**config.mk**
```make
export PLATFORM = sky130hd
export DESIGN_NAME = freq_channel_scheduler
export DESIGN_NICKNAME = d
export VERILOG_FILES = /design/src/rtl/freq_channel_scheduler.sv
export SDC_FILE = /design/constraint.sdc
export NUM_CORES = 1
export LEC_CHECK = 0
export ABC_AREA = 0
export BUFFER_PORTS_ARGS = -buffer_cell sky130_fd_sc_hd__buf_2
export CELL_PAD_IN_SITES_DETAIL_PLACEMENT = 0
export CELL_PAD_IN_SITES_GLOBAL_PLACEMENT = 1
export CORE_MARGIN = 5
export CORE_UTILIZATION = 45
export DETAILED_ROUTE_END_ITERATION = 12
export PLACE_DENSITY_LB_ADDON = 0.1
export SLEW_MARGIN = 10
export SYNTH_ARGS = -nofsm -noshare
export SYNTH_HDL_FRONTEND = slang
export SYNTH_SLANG_ARGS = --single-unit
```
**constraint.sdc**
```tcl
create_clock -name clk -period 7.82 [get_ports clk]
set_input_delay 0.782 -clock clk [delete_from_list [all_inputs] [get_ports clk]]
set_output_delay 0.782 -clock clk [all_outputs]
set_load 0.02 [all_outputs]
```
**src/rtl/freq_channel_scheduler.sv**
```systemverilog
`default_nettype none
// ============================================================================
// Module      : freq_channel_scheduler
// Description : Round-robin time-multiplexer that lends a single frequency
//               counter to CHANNELS input signals. Each selected channel gets
//               a one-cycle LOAD (period load + counter restart) followed by a
//               dwell of period + DWELL_MARGIN + 1 cycles.
// Revision    : 1.0 - initial release
// ============================================================================
module freq_channel_scheduler #(
    parameter int CHANNELS     = 4,
    parameter int BITS         = 12,
    parameter int DWELL_MARGIN = 16,
    parameter int MIN_PERIOD   = 16,
    parameter int RESET_PERIOD = 1200
) (
    input  logic                        clk,
    input  logic                        reset_n,
    input  logic [CHANNELS-1:0]         chan_signal,
    input  logic [CHANNELS-1:0]         chan_enable,
    input  logic                        cfg_we,
    input  logic [$clog2(CHANNELS)-1:0] cfg_addr,
    input  logic [BITS-1:0]             cfg_period,
    output logic                        meas_signal,
    output logic [BITS-1:0]             meas_period,
    output logic                        meas_period_load,
    output logic                        counter_rst,
    output logic [$clog2(CHANNELS)-1:0] active_chan,
    output logic                        active_valid,
    output logic                        window_done
);

    localparam int              c_AW      = $clog2(CHANNELS);
    localparam logic [BITS:0]   c_MARGIN  = DWELL_MARGIN[BITS:0];
    localparam logic [BITS-1:0] c_MIN_PER = MIN_PERIOD[BITS-1:0];
    localparam logic [BITS-1:0] c_RST_PER = RESET_PERIOD[BITS-1:0];

    typedef enum logic [1:0] {
        S_IDLE  = 2'd0,
        S_LOAD  = 2'd1,
        S_DWELL = 2'd2
    } state_t;

    state_t              r_state;
    logic [BITS-1:0]     r_period [CHANNELS];
    logic [c_AW-1:0]     r_rr;
    logic [c_AW-1:0]     r_active;
    logic                r_valid;
    logic [BITS-1:0]     r_meas_period;
    logic                r_load;
    logic                r_crst;
    logic [BITS:0]       r_cnt;
    logic                r_drop;

    logic                w_addr_ok;
    logic [BITS-1:0]     w_clamped;
    logic [c_AW-1:0]     w_act_inc;
    logic [c_AW-1:0]     w_start;
    logic [c_AW-1:0]     w_next;
    logic                w_found;
    logic [BITS:0]       w_end;
    logic                w_leave;
    logic                w_launch;

    // Write address decode and period clamp for the configuration port.
    always_comb begin
        w_addr_ok = 1'b0;
        for (int i = 0; i < CHANNELS; i++) begin
            if (cfg_addr == i[c_AW-1:0]) begin
                w_addr_ok = 1'b1;
            end
        end
        w_clamped = (cfg_period < c_MIN_PER) ? c_MIN_PER : cfg_period;
    end

    // Round-robin search: first enabled channel at or after the start pointer.
    always_comb begin
        w_act_inc = (int'(r_active) == CHANNELS - 1) ? '0 : r_active + c_AW'(1);
        w_start   = (r_state == S_DWELL) ? w_act_inc : r_rr;
        w_found   = 1'b0;
        w_next    = '0;
        // Walk offsets from farthest to nearest so the nearest match wins.
        for (int k = CHANNELS - 1; k >= 0; k--) begin
            for (int c = 0; c < CHANNELS; c++) begin
                if ((((int'(w_start) + k) % CHANNELS) == c) && chan_enable[c]) begin
                    w_found = 1'b1;
                    w_next  = c[c_AW-1:0];
                end
            end
        end
    end

    // Dwell termination: abort (pending drop) takes priority over completion.
    always_comb begin
        w_end       = {1'b0, r_meas_period} + c_MARGIN;
        w_leave     = (r_state == S_DWELL) && (r_drop || (r_cnt == w_end));
        window_done = (r_state == S_DWELL) && (r_cnt == w_end) && !r_drop;
        w_launch    = w_found && ((r_state == S_IDLE) || w_leave);
        meas_signal = (r_state == S_DWELL) ? chan_signal[r_active] : 1'b0;
    end

    // Per-channel period registers; a write never disturbs the latched copy.
    always_ff @(posedge clk or negedge reset_n) begin
        if (!reset_n) begin
            for (int i = 0; i < CHANNELS; i++) begin
                r_period[i] <= c_RST_PER;
            end
        end else if (cfg_we && w_addr_ok) begin
            r_period[cfg_addr] <= w_clamped;
        end
    end

    // Scheduler FSM with registered counter-side outputs.
    always_ff @(posedge clk or negedge reset_n) begin
        if (!reset_n) begin
            r_state       <= S_IDLE;
            r_rr          <= '0;
            r_active      <= '0;
            r_valid       <= 1'b0;
            r_meas_period <= c_RST_PER;
            r_load        <= 1'b0;
            r_crst        <= 1'b0;
            r_cnt         <= '0;
            r_drop        <= 1'b0;
        end else begin
            r_load <= 1'b0;
            r_crst <= 1'b0;
            case (r_state)
                S_IDLE: begin
                end
                S_LOAD: begin
                    r_state <= S_DWELL;
                    r_cnt   <= '0;
                end
                S_DWELL: begin
                    if (w_leave) begin
                        r_rr     <= w_act_inc;
                        r_drop   <= 1'b0;
                        r_state  <= S_IDLE;
                        r_valid  <= 1'b0;
                        r_active <= '0;
                    end else begin
                        r_cnt  <= r_cnt + 1'b1;
                        r_drop <= !chan_enable[r_active];
                    end
                end
                default: begin
                    r_state  <= S_IDLE;
                    r_valid  <= 1'b0;
                    r_active <= '0;
                    r_drop   <= 1'b0;
                end
            endcase
            // Selecting a channel overrides the idle fall-back above.
            if (w_launch) begin
                r_state       <= S_LOAD;
                r_active      <= w_next;
                r_meas_period <= r_period[w_next];
                r_load        <= 1'b1;
                r_crst        <= 1'b1;
                r_valid       <= 1'b1;
                r_cnt         <= '0;
                r_drop        <= 1'b0;
            end
        end
    end

    assign meas_period      = r_meas_period;
    assign meas_period_load = r_load;
    assign counter_rst      = r_crst;
    assign active_chan      = r_active;
    assign active_valid     = r_valid;

endmodule
`default_nettype wire

```
Word-level counts from Yosys, hierarchy flattened
Index checks and enable logic that the tools add are counted. W data, S select, Z words.

Logic and storage cells: 156. Output and inout port bits: 19. Flip-flop bits (word level): 82. Bits of input ports: 25.

$lt $le $gt $ge: 5. Equality and inequality tests: 23. Bitwise operators: 5. $add $sub $neg: 6. Mux-type cells: 64. Reduce and logical (&&, ||, !) cells: 41.

Operators with widths (number): $logic_not A32 Y1 (4); $bwmux W48 (1); $mux W12 (4); $mux W2 (19); $mux W1 (29); $mux W13 (2); $pmux W13 S2 (1); $bmux W12 S2 (1); $demux W12 S2 (1); $logic_and A1 B1 Y1 (22); $eq A3 B3 Y1 const B (6); $add A12 B5 Y13 const B (1); $add A13 B1 Y13 const B (1); $eq A13 B13 Y1 (1); $lt A12 B5 Y1 const B (1); $eq A2 B2 Y1 const B (5); $eq A3 B2 Y1 const B (3); $eq A2 B1 Y1 const B (4); $reduce_and A2 Y1 (4); $reduce_or A2 Y1 (4); $ge A3 B3 Y1 const B (2); $ne A3 B3 Y1 const B (2); $not A2 Y3 (2); $pmux W2 S3 (1); 14 further kinds (23).

Logic depth before layout (Yosys ltp)
Gate-level depths: netlist of run 1.

Depth after elaboration: 27. Gate-level depth with buffers: 11. Depth with buffers taken out: 8.

Worst setup path after synthesis of run 1
OpenSTA, ideal clock, no wires.

Kind: reg-to-output. Start: register r_meas_period[4] (netlist: meas_period[4]). End: output window_done. Path slack: 4463 ps. Cell stages (with the launch flop): 9. Path buffers: 1. Data required time: 7038 ps. Arrival time: 2575 ps. Cells stage by stage: dfstp_2 ha_1 clkbuf_1 nand3b_1 a221oi_1 a21oi_1 nor4_4 and2_4 nor3b_1.

Word-level cells in the longest chain between the ends: 4.

Ends and longest elaborated chain: start, declared (RTL line 49) `logic [BITS-1:0] r_meas_period;`; start signal, assigned (RTL line 120) `r_meas_period <= c_RST_PER;`; start signal, assigned (RTL line 158) `r_meas_period <= r_period[w_next];`; $add A12 B5 Y13 (RTL line 95) `w_end = {1'b0, r_meas_period} + c_MARGIN;`; $eq A13 B13 Y1 (RTL line 97) `window_done = (r_state == S_DWELL) && (r_cnt == w_end) && !r_drop;`; $logic_and A1 B1 Y1 (2 in series) (RTL line 97); end, declared (RTL line 30) `output logic window_done`.

Every way passes these cells.

Final worst setup path of run 1
Same ends and word-level chain as after synthesis.

==> key figures, run 1 <==
Global route
  – First-pass GRT wire length: 15560 um
  – Antenna violations before repair: 0
  – Via count of the first global-routing pass: 3015
  – Remaining Overflow, GRT: 0
  – Gr usage total: 17.19%
  – Largest net degree at the start of global routing: 83

Critical path
  – Crit-path max FO: 8
  – Top delay family on crit path: simple AND/OR/NAND/NOR gates
  – Crit. path cell count: 8
  – Critical path launch point: meas_period[4]
  – Kind of critical path: reg -> out
  – CP Buf/Inv Count: 1
  – Reg-to-reg startpoint: meas_period[4]
  – Arrival time at the worst endpoint: 2770 ps
  – Reg2Reg Depth: 8
  – Cells along the critical path: ha_1 -> nand3b_1 -> a221oi_1 -> a21oi_1 -> nor4_4 -> and2_4 -> nor3b_1 -> buf_2
  – Worst setup EP type: primary output
  – Critical Path Max Stage Delay: 620 ps
  – WP data required: 7040 ps
  – Startpoint types: register
  – Slowest cell on crit path: dfstp_2

Yosys
  – Count of different cell masters after synthesis: 57
  – Seq cells post-synth: 82
  – Yosys Warn Count: 0
  – Syn Area/Cell: 11.25 um2
  – Post-Syn Area: 4298 um2
  – Synthesized instance count: 382
  – Register area share after synthesis: 48.33%
  – Post-synth EDFFs: 0
  – Synth async-reset ratio: 100.0%
  – Main synth FF type: dfrtp_1
  – Post-Syn Nets: 410

Pwr
  – Internal power: 983.0 uW
  – Sequential share of power: 40.4%
  – Psw: 642.8 uW
  – P per Cell Area: 341.4 nW/um2
  – Peak supply drop: 121.1 uV
  – Total power draw: 1626 uW
  – Clock Power Share: 17.4%
  – Comb pwr share: 42.2%
  – Switching Share: 39.54%
  – Leakage: 0.002095 uW

Finish
  – Commonest non-fill, non-tap cell in the layout: dfrtp_1
  – Post-route cell area: 4762 um2
  – Most frequent cells in the layout: 62 x dfrtp_1, 42 x buf_2, 39 x mux2_2
  – Layout cells sized above 1: 31.60%
  – Fillcell total: 880
  – NumNets Final: 447
  – Area growth syn-to-layout: 10.80%
  – ANT cells: 0
  – Core Util, Final: 51.29%

Timing
  – Minimum clock period: 3553 ps
  – RSZ-0062 raised after global routing: false
  – Final Max Tran Viols: 0
  – Period utilization: 45.44%
  – Slew @ Worst Pin: 1019 ps
  – Timing-limited maximum frequency: 281.4 MHz
  – Final setup violation count: 0
  – Skew final: 9.329 ps
  – Setup tns final: 0 ps
  – Final hold viol count: 0
  – Setup ws final: 4267 ps
  – Slew headroom: 32.08%

Outcome
  – Outcome: finished clean

Run
  – # Max-Cap Violations: 0

Clock network
  – Cts bufs inserted: 9
  – CTS Hold Buffers Added: 0
  – CTS Buffer Depth: 2
  – Post-CTS Resized: 0
  – Clk_lat worst skew: 350 ps
  – Clock Sink Count: 82
  – CTS H-tree depth: 3
  – Postcts setup bufs: 0
  – CTS tree: yes
  – Clock slew at reported path FFs: 90 ps
  – Root Driver: clkbuf_8

Detailed routing
  – ANT nets after route: 0
  – Initial DRC count: 159
  – WL final: 9265 um
  – 1st-pass router iterations: 4
  – Drt via density: 5.398
  – Residual DRC: 0
  – Drt wl/cell: 16.75 um
  – Via count: 2985

Die
  – Row count: 35
  – Starting density of the core: 46.29%
  – Core Area: 9284 um2
  – Die W: 107.7 um
  – IO Pins: 44
  – Die footprint: 11610 um2
  – Die height: 107.7 um

Placed design
  – Placed cell areas: 4584 um2
  – Number of I/O port buffers: 43
  – Dpl ws: 4573 ps
  – GPL Wtd Cong: 0.8325
  – Detail Placement HPWL: 6472 um

Min path
  – Hold depth: 2
  – Hold_sp: r_period[38]
  – Hold crit path type: reg -> reg
[worst reg2reg max path: cells and delay by family (launching register included)]
family / cells / cell delay [ps]
mux: 1 / 410
fa+ha+maj: 1 / 320
simple gates: 3 / 760
flops: 1 / 620
compound gates: 3 / 990
[kinds of logic (layout without fill, tap and decap cells)]
family / after synthesis / in the layout / share of synthesized area (%)
and+or+nand+nor: 99 / 99 / 12.43
AOI/OAI and AO/OA: 78 / 78 / 11.21
muxes: 84 / 84 / 21.86
adders and majority gates: 3 / 3 / 0.8735
buffers and inverters: 24 / 66 / 2.853
DFF: 82 / 82 / 48.33
xor gates and xnor gates: 12 / 12 / 2.445
[flip-flops by register name, summed over array words and instances, names as in the netlist]
| name | cells |
|---|---|
| r_period | 48 |
| r_cnt | 13 |
| meas_period | 12 |
| active_chan | 2 |
| r_rr | 2 |
| r_state | 2 |
| active_valid | 1 |
| counter_rst | 1 |
| r_drop | 1 |
[power groups by stage]
stage               clock network, uW  logic (uW)  registers [uW]
floorplan                           0         517             678
global placement                    0         686             660
detailed placement                  0         695             665
CTS                               294         698             657
global route                      313         755             675
finish                            283         687             656
[layer usage]
| metal | wire length (um) | GRT usage [%] | share of wire (%) | up-vias |
|---|---|---|---|---|
| li1 | - | - | - | 1468 |
| met5 | 0 | 0 | 0 | - |
| met4 | 83 | 4.959 | 0.90 | 0 |
| met3 | 268 | 3.299 | 2.9 | 8 |
| met2 | 4541 | 27.80 | 49 | 42 |
| met1 | 4371 | 23.49 | 47 | 1467 |
[Yosys cell counts, drive strengths merged (2+ instances only)]
| library cell | count | area [um2] |
|---|---|---|
| nand3b | 3 | 22.52 |
| or3b | 2 | 17.52 |
| mux4 | 2 | 45.04 |
| and2 | 2 | 15.02 |
| mux2 | 44 | 514.2 |
| a22o | 3 | 26.28 |
| o21a | 2 | 15.01 |
| o31ai | 2 | 15.01 |
| and4 | 2 | 17.52 |
| or4 | 2 | 15.01 |
| nor4 | 5 | 46.29 |
| dfrtp | 62 | 1551 |
| a21o | 2 | 15.01 |
| buf | 10 | 70.06 |
| ha | 3 | 37.54 |
| xor2 | 6 | 52.55 |
| nand4 | 2 | 18.77 |
| or3 | 8 | 50.05 |
| a31oi | 2 | 12.51 |
| nand2b | 5 | 31.28 |
| a21oi | 19 | 95.09 |
| clkbuf | 8 | 30.03 |
| inv | 6 | 22.52 |
| a211oi | 2 | 27.53 |
| nand3 | 17 | 85.08 |
| xnor2 | 6 | 52.55 |
| nand2 | 34 | 127.6 |
| o21ai | 34 | 170.2 |
| nor2 | 10 | 37.54 |
| dfstp | 20 | 525.5 |
| mux2i | 38 | 380.4 |
[area by class of cell]
type	instances	area, um2	area share [%]
inverter	6	22.52	0.4729
clock inverter	7	53.80	1.130
sequential	82	2077	43.62
clock buffer	9	123.9	2.601
multi-input combinational	276	2098	44.06
tap	129	161.4	3.389
timing repair buffer	44	225.2	4.729
[final timing paths]
| check | to | slack, ps |
|---|---|---|
| hold reg to reg | r_period[38] | 490 |
| min in group asynchronous | r_state[1] | 600 |
| max in group asynchronous | r_period[35] | 6560 |
| setup reg to reg | meas_period[1] | 4600 |
| hold / removal | r_period[38] | 490 |
| setup / recovery | window_done | 4270 |
[through the flow]
| step | instances | hold WS, ps |
|---|---|---|
| after floorplan | 382 | 449.2 |
| after global placement | 537 | 460.6 |
| after detailed placement | 537 | 470.1 |
| after CTS | 553 | 487.9 |
| after global routing | 553 | 511.4 |
| final | 553 | 486.2 |
Power figures use the tool's default switching activity.
==> run 2, diff against run 1 <==
Settings changed: CORE_UTILIZATION 45 to 43.
Clock period 7.82 ns to 3.2 ns, I/O delays scaled along.
==> key figures, run 2 (synthesized netlist as in run 1, its figures left out) <==
Run
  – # Max-Cap Violations: 0 (unchanged)

Critical path
  – Arrival time at the worst endpoint: 2710 ps (-60 ps)
  – Startpoint types: register
  – Kind of critical path: reg -> out
  – Worst setup EP type: primary output
  – Crit-path max FO: 8 (unchanged)
  – WP data required: 2880 ps (-4160 ps)
  – Setup slack, reg-to-reg: 250 ps (-4350 ps)

Timing
  – Final setup violation count: 0 (unchanged)
  – Minimum clock period: 3025 ps
  – Timing-limited maximum frequency: 330.6 MHz
  – Period utilization: 94.53%
  – Slew @ Worst Pin: 1025 ps (+6.365 ps)
  – Final Max Tran Viols: 0 (unchanged)
  – Setup tns final: 0 ps (unchanged)
  – RSZ-0062 raised after global routing: false
  – Slew headroom: 31.65% (-0.42 points)
  – Skew final: 13.54 ps (+4.213 ps)
  – Final hold viol count: 0 (unchanged)

Pwr
  – Leakage: 0.002155 uW (+2.8%)
  – Internal power: 2543 uW (+160%)
  – Psw: 1594 uW (+150%)
  – Sequential share of power: 38.8% (-1.6 points)
  – Clock Power Share: 18.7% (+1.3 points)
  – Peak supply drop: 265.4 uV (+120%)
  – Comb pwr share: 42.5% (+0.3 points)
  – P per Cell Area: 851.8 nW/um2 (+150%)
  – Switching Share: 38.53% (-1.0 points)

Finish
  – Commonest non-fill, non-tap cell in the layout: dfrtp_1
  – ANT cells: 0 (unchanged)
  – Area growth syn-to-layout: 13.01%
  – Most frequent cells in the layout: 62 x dfrtp_1, 42 x buf_2, 39 x mux2_2
  – Fillcell total: 989 (+12%)
  – Layout cells sized above 1: 32.79% (+1.2 points)
  – Post-route cell area: 4857 um2 (+2.0%)
  – Area of the multi-input gates: 2103 um2 (+0.24%)
  – Sequential cell area: 2077 um2 (unchanged)
  – Max FFs per register: 48 (unchanged)
  – Most flop-heavy register: r_period
  – NumNets Final: 453 (+1.3%)

Die
  – Die footprint: 12090 um2 (+4.2%)
  – Core Area: 9774 um2 (+5.3%)
  – Starting density of the core: 43.97% (-2.3 points)
  – Row count: 36 (+2.9%)
  – IO Pins: 44 (unchanged)
  – Die height: 110.0 um (+2.1%)
  – Die W: 110.0 um (+2.1%)

Detailed routing
  – Residual DRC: 0 (unchanged)
  – Drt via density: 5.421 (+0.43%)
  – ANT nets after route: 0 (unchanged)
  – Drt wl/cell: 16.86 um (+0.61%)
  – Initial DRC count: 203 (+28%)
  – WL final: 9490 um (+2.4%)
  – Via count: 3052 (+2.2%)
  – 1st-pass router iterations: 4 (unchanged)

Global route
  – Antenna violations before repair: 0 (unchanged)
  – Remaining Overflow, GRT: 0 (unchanged)
  – Largest net degree at the start of global routing: 83 (unchanged)
  – Gr usage total: 17.13% (-0.062 points)
  – First-pass GRT wire length: 15850 um (+1.9%)
  – Via count of the first global-routing pass: 3116 (+3.3%)

Outcome
  – Outcome: finished clean

Placed design
  – Number of I/O port buffers: 43 (unchanged)
  – GPL Wtd Cong: 0.8378 (+0.64%)
  – Detail Placement HPWL: 6645 um (+2.7%)
  – Placed cell areas: 4639 um2 (+1.2%)

Clock network
  – Root Driver: clkbuf_8
  – CTS H-tree depth: 3 (unchanged)
  – Clock Sink Count: 82 (unchanged)
  – Cts bufs inserted: 9 (unchanged)
  – Clock slew at reported path FFs: 90 ps (about the same)
  – CTS Buffer Depth: 2 (unchanged)
  – Clk_lat worst skew: 350 ps (about the same)
  – CTS tree: yes

Min path
  – Hold crit path type: in -> async
run 2: cell types whose count changed in the layout (fill, tap and decap cells not counted):
cell,before,now
buf_12,0,1
buf_4,2,7
bufinv_16,0,1
clkinvlp_4,3,0
inv_6,2,3
inv_8,0,1
nor3b_1,1,0
nor3b_2,0,1
run 2: layout make-up:
type                            instances  area share, %
Clock buffer                            9          2.550
Tap cell                              133          3.426
Clock inverter                          7          1.674
Timing Repair Buffer                   50          5.822
Inverter                                6         0.4637
Sequential cell                        82          42.76
Multi-Input combinational cell        276          43.30
run 2: power groups by stage:
stage               registers (uW)  logic [uW]  clock network, uW
floorplan                     1660        1260                  0
global placement              1620        1750                  0
detailed placement            1630        1770                  0
CTS                           1610        1790                803
global route                  1660        1930                845
finish                        1600        1760                775
run 2: critical path, stage by stage, from the launching register on:
cell      delay (ps)
dfstp_2          610
ha_1             330
nand3b_1         110
a221oi_1         270
a21oi_1          110
nor4_4           350
and2_4           210
nor3b_2          190
buf_2            190
run 2: final timing paths:
check | to | cells after the start | from
min | r_cnt[3] | 1 | reset_n
min reg2reg | r_period[24] | 2 | r_period[24]
min in group clk | r_period[7] | 2 | cfg_period[7]
max in group asynchronous | r_period[25] | 1 | reset_n
max | window_done | 8 | meas_period[4]
max reg2reg | r_cnt[3] | 9 | meas_period[4]
run 2: per-stage QoR:
step,instances,hold slack [ps],util [%],total power (uW),setup WS (ps)
floorplan,382,24.41,-,2920,305.1
global placement,546,461.0,47.47,3370,334.5
detailed placement,546,469.8,47.47,3400,264.8
CTS,563,179.0,49.69,4196,50.71
global route,563,207.1,49.69,4429,14.50
finish,563,128.6,49.69,4137,175.0
run 2: repair_timing:
action / in CTS / in global routing
hold buffers: 0 / 0
pin swaps: 1 / 1
buffers inserted: 1 / 0
endpoints found under the hold margin: 0 / 0
setup endpoints to repair: 1 / 1
resized for setup: 1 / 0
run 2: metal layers:
layer  track usage [%]  routed length (um)  vias up
met5                 0                   0        -
met3             3.611                 247        8
met2             28.51                4724       40
met4             5.521                 112        0
li1                  -                   -     1483
met1             22.30                4405     1521
